**config.mk**
```make
export PLATFORM = sky130hd
export DESIGN_NAME = smem_irq_scheduler
export DESIGN_NICKNAME = d
export VERILOG_FILES = /design/src/rtl/smem_irq_scheduler.sv
export SDC_FILE = /design/constraint.sdc
export NUM_CORES = 1
export LEC_CHECK = 0
export ABC_AREA = 1
export CAP_MARGIN = 10
export CORE_ASPECT_RATIO = 0.75
export CORE_MARGIN = 5
export CORE_UTILIZATION = 35
export CTS_BUF_LIST = sky130_fd_sc_hd__clkbuf_4 sky130_fd_sc_hd__clkbuf_8
export DETAILED_ROUTE_END_ITERATION = 10
export GPL_TIMING_DRIVEN = 1
export PLACE_DENSITY = 0.62
export SYNTH_ARGS = -nofsm -noshare
export SYNTH_HDL_FRONTEND = slang
export SYNTH_SLANG_ARGS = --single-unit
```
**constraint.sdc**
```tcl
create_clock -name clk -period 2.15 [get_ports clk]
set_input_delay 0.3225 -clock clk [delete_from_list [all_inputs] [get_ports clk]]
set_output_delay 0.3225 -clock clk [all_outputs]
set_load 0.03 [all_outputs]
```
**src/rtl/smem_irq_scheduler.sv**
```systemverilog
// Secure-ROM residency monitor: tracks entry/exit of the secure code region,
// defers peripheral interrupts while it runs and raises a fault reset on misuse.
module smem_irq_scheduler #(
   parameter logic [15:0] SMEM_BASE      = 16'hA100,
   parameter logic [15:0] LAST_SMEM_ADDR = 16'hBFFE,
   parameter logic [15:0] RESET_HANDLER  = 16'hFFFE,
   parameter logic [15:0] MAX_CYCLES     = 16'd1000
) (
   input  logic        clk,
   input  logic        rst,
   input  logic [15:0] pc,
   input  logic        irq_in,
   input  logic        irq_ack,
   output logic        irq_out,
   output logic        smem_busy,
   output logic        wdt_reset,
   output logic [3:0]  defer_cnt
);

   typedef enum logic [1:0] {IDLE, ACTIVE, EXIT, FAULT} state_t;

   state_t      state_reg, state_next;
   logic [15:0] wdt_cnt_reg;
   logic        pending_reg, pending_next;
   logic        irq_out_reg, irq_out_next;
   logic        irq_in_d_reg;
   logic        smem_busy_reg;
   logic        wdt_reset_reg;
   logic [3:0]  defer_cnt_reg;

   logic in_smem, entry, is_last, wdt_expired, irq_rise;

   assign in_smem     = (pc >= SMEM_BASE) && (pc <= LAST_SMEM_ADDR);
   assign entry       = (pc == SMEM_BASE);
   assign is_last     = (pc == LAST_SMEM_ADDR);
   assign wdt_expired = (wdt_cnt_reg == MAX_CYCLES);
   assign irq_rise    = irq_in && !irq_in_d_reg;

   // Watchdog expiry outranks reaching the last address.
   always_comb begin
      state_next = state_reg;
      case (state_reg)
         IDLE: begin
            if (entry)
               state_next = ACTIVE;
            else if (in_smem)
               state_next = FAULT;
         end
         ACTIVE: begin
            if (!in_smem || wdt_expired)
               state_next = FAULT;
            else if (is_last)
               state_next = EXIT;
         end
         EXIT: begin
            if (!in_smem)
               state_next = IDLE;
            else if (!is_last)
               state_next = FAULT;
         end
         FAULT: begin
            if (pc == RESET_HANDLER)
               state_next = IDLE;
         end
         default: state_next = IDLE;
      endcase
   end

   // Requests are only released while the block sits in IDLE and stays there;
   // an acknowledge that coincides with a fresh edge keeps that edge pending.
   always_comb begin
      pending_next = pending_reg;
      irq_out_next = 1'b0;
      if (state_next == FAULT && state_reg != FAULT)
         pending_next = 1'b0;
      else if (state_reg != IDLE) begin
         if (irq_in)
            pending_next = 1'b1;
      end
      else if (irq_ack)
         pending_next = irq_rise;
      else if (state_next == IDLE)
         irq_out_next = pending_reg || irq_in;
   end

   always_ff @(posedge clk) begin
      if (rst) begin
         state_reg     <= IDLE;
         wdt_cnt_reg   <= 16'd0;
         pending_reg   <= 1'b0;
         irq_out_reg   <= 1'b0;
         irq_in_d_reg  <= 1'b0;
         smem_busy_reg <= 1'b0;
         wdt_reset_reg <= 1'b0;
         defer_cnt_reg <= 4'd0;
      end
      else begin
         state_reg     <= state_next;
         pending_reg   <= pending_next;
         irq_out_reg   <= irq_out_next;
         irq_in_d_reg  <= irq_in;
         smem_busy_reg <= (state_next == ACTIVE) || (state_next == EXIT);
         wdt_reset_reg <= (state_next == FAULT) && (pc != RESET_HANDLER);

         if (state_reg == IDLE && state_next == ACTIVE)
            wdt_cnt_reg <= 16'd0;
         else if (state_reg == ACTIVE)
            wdt_cnt_reg <= wdt_cnt_reg + 16'd1;

         if (irq_rise && (state_reg == ACTIVE || state_reg == EXIT) &&
             defer_cnt_reg != 4'hF)
            defer_cnt_reg <= defer_cnt_reg + 4'd1;
      end
   end

   assign irq_out   = irq_out_reg;
   assign smem_busy = smem_busy_reg;
   assign wdt_reset = wdt_reset_reg;
   assign defer_cnt = defer_cnt_reg;

endmodule

```
==> impl_metrics.json, run 1 <==
{
  "place_hpwl_um": 3230,
  "slew_violations": 0,
  "max_freq_mhz": 498,
  "num-fill-cells": 472,
  "synth_top_area_share_pct": 31.2,
  "whs_path_depth": 2,
  "routed_via_density": 4.65,
  "drt-pass1-iter-count": 4,
  "postCtsHoldBufs": 0,
  "clkTransAtPathRegs_ps": 90,
  "drc_errors": 0,
  "powerDensity_nw_per_um2": 786,
  "hold_viol": 0,
  "setup_violations": 0,
  "cts_tree": "built",
  "placed_area_um2": 2230,
  "max_cap_viol_count": 0,
  "drive_gt1_share_pct": 23.6,
  "largest_reg_flops": 16,
  "cts_buffers": 3,
  "crit_slowest_cell": "clkdlybuf4s15_1",
  "ir_drop_mv": 0.522,
  "crit_required_ps": 2370,
  "cts.sinks": 27,
  "reg2reg_depth": 14,
  "synth_flop_cell": "dfxtp_1",
  "fin_crit_sh_pct": 93.3,
  "hp-class": "register to register",
  "fin_skew_ps": 3.20,
  "portBuffers": 26,
  "path_class": "primary input to register",
  "drt-initial-drc-count": 147,
  "fin_nets": 349,
  "crit_path_max_fanout": 7,
  "final_common_cell": "nand2_1",
  "finalInstanceArea_um2": 2370,
  "p_leak_nw": 1.03,
  "vias": 1759,
  "async_reset_ff_share_pct": 0,
  "cpPeakStageDelay_ps": 270,
  "syn_nets": 291,
  "worstPathCellList": "clkdlybuf4s15_1 -> nand2_4 -> nor3_4 -> o21ai_4 -> nand2_2 -> nand4_1 -> nand2_1 -> nand2_1 -> nand2_2 -> inv_2 -> ha_4 -> a21oi_4 -> buf_6 -> nand2_1 -> o21ba_2",
  "finalPower_mw": 1.86,
  "outcome": "completed",
  "root_buffer": "clkbuf_8",
  "core-area_um2": 4840,
  "fp.dieW_um": 91.2,
  "area_delta_synth_final_pct": 37.2,
  "synthTopCellsByArea": "dfxtp_1 31%, nand2_1 12%, inv_1 8.5%",
  "holdWs_ps": 471,
  "synth_edf_count": 0,
  "antennaDiodeCount": 0,
  "synth-seq-cells": 27,
  "synth_cells": 261,
  "routed_wl_um": 4130,
  "ys_seq_area_share_pct": 31.2,
  "min_period_ps": 2010,
  "arrival_ps": 2230,
  "insertion_delay_ps": 270,
  "synthDistinctLibCells": 28,
  "grt.total_usage_pct": 12.9,
  "synth_area_per_cell_um2": 6.63,
  "cp_common_cell": "nand2_1",
  "critPathTopFamily": "simple AND/OR/NAND/NOR gates",
  "synth_top_area_cell": "dfxtp_1",
  "grt_pass1_vias": 1641,
  "ys_warn_count": 0,
  "mostFrequentLayoutCells": "53 x nand2_1, 36 x inv_1, 36 x nor2_1",
  "path_buf_inv": 3,
  "initial_core_util_pct": 35.7,
  "end_kind": "register",
  "grt_pass1_wl_um": 7090,
  "die_y_um": 70.9,
  "clk_path_buf_depth": 2,
  "tightest_slew_ps": 312,
  "detail-route-antenna-nets": 0,
  "synth_area_um2": 1730,
  "crit_path_start_kind": "primary input",
  "h-tree-depth": 1,
  "place.gp.congestion": 0.860,
  "rsz0062_at_grt": "yes",
  "relSlewSlack_pct": 79.1,
  "antenna_found_initial": 0,
  "num_io_pins": 27,
  "grt_max_degree": 16,
  "rows": 22,
  "overflow": 0,
  "cp.depth": 15,
  "wl_per_cell_um": 10.9,
  "dieArea_um2": 6460
}
[cell usage after synthesis (3+ instances only)]
cell type / number
nand4_1: 6
inv_1: 39
nor2_4: 3
nand3_1: 13
nor2_2: 3
o21ai_1: 3
nor3_1: 11
a211oi_1: 3
ha_1: 10
nor2_1: 39
nand2_2: 6
a21oi_1: 12
xor2_1: 3
dfxtp_1: 27
o21ai_0: 10
nand2_1: 56
[cell type report]
type | instances | area (µm²) | area share [%]
Multi-Input combinational cell | 191 | 1110 | 46.7
Sequential cell | 27 | 543 | 22.9
Timing Repair Buffer | 54 | 443 | 18.7
Inverter | 42 | 158 | 6.64
Tap cell | 60 | 75.1 | 3.16
Clock buffer | 3 | 41.3 | 1.74
Clock inverter | 1 | 5.00 | 0.211
[stage by stage]
step	utilization [%]	setup WS (ps)	instances	TNS [ps]
3_5_place_dp	46.0	-513	369	-7710
3_3_place_gp	46.0	-492	369	-7840
2_1_floorplan	-	80.3	261	0
6_report	49.0	143	378	0
5_1_grt	49.0	-53.3	378	-53.3
4_1_cts	47.9	66.9	376	0
[power by group]
part / total [mW] / internal (mW) / switching (mW)
logic: 0.984 / 0.438 / 0.546
registers: 0.600 / 0.565 / 0.0355
clock network: 0.280 / 0.130 / 0.151
total: 1.86 / 1.13 / 0.732
[metal layers]
layer	vias to the layer above	share of wire [%]	GRT usage, %
met5	-	0	0
met4	0	0.32	1.30
met3	2	5.4	3.08
met2	39	41	19.3
met1	766	53	19.4
li1	952	-	-
[final timing paths]
path / startpoint / to / slack (ps)
hold / removal: pending_reg / irq_out / 470
setup reg to reg: wdt_cnt_reg[0] / wdt_cnt_reg[12] / 150
setup / recovery: pc[15] / wdt_cnt_reg[12] / 140
hold reg to reg: pending_reg / irq_out / 470
[logic make-up after synthesis]
group	share of synthesized area, %
AND/OR/NAND/NOR	40.8
AO/OA/AOI/OAI	9.47
buffers and inverters	9.76
XOR/XNOR	1.52
adder cells (fa/ha/maj)	7.23
flip-flops	31.2
[worst min-delay path, stage by stage, from the launching register on]
cell and delay, ps:
dfxtp_1 300, inv_1 60, a211oi_1 70
[repair_timing]
action	in CTS	in global routing
pin swaps	15	13
gates resized for setup	28	25
endpoints found under the setup margin	18	16
buffers inserted	3	2
No activity file was read; power rests on OpenSTA's default activity.
==> run 2: changes to the inputs <==
- CAP_MARGIN: 10 -> 5
==> results of run 2 <==
Final layout, timing and power as in run 1 (identical DEF).
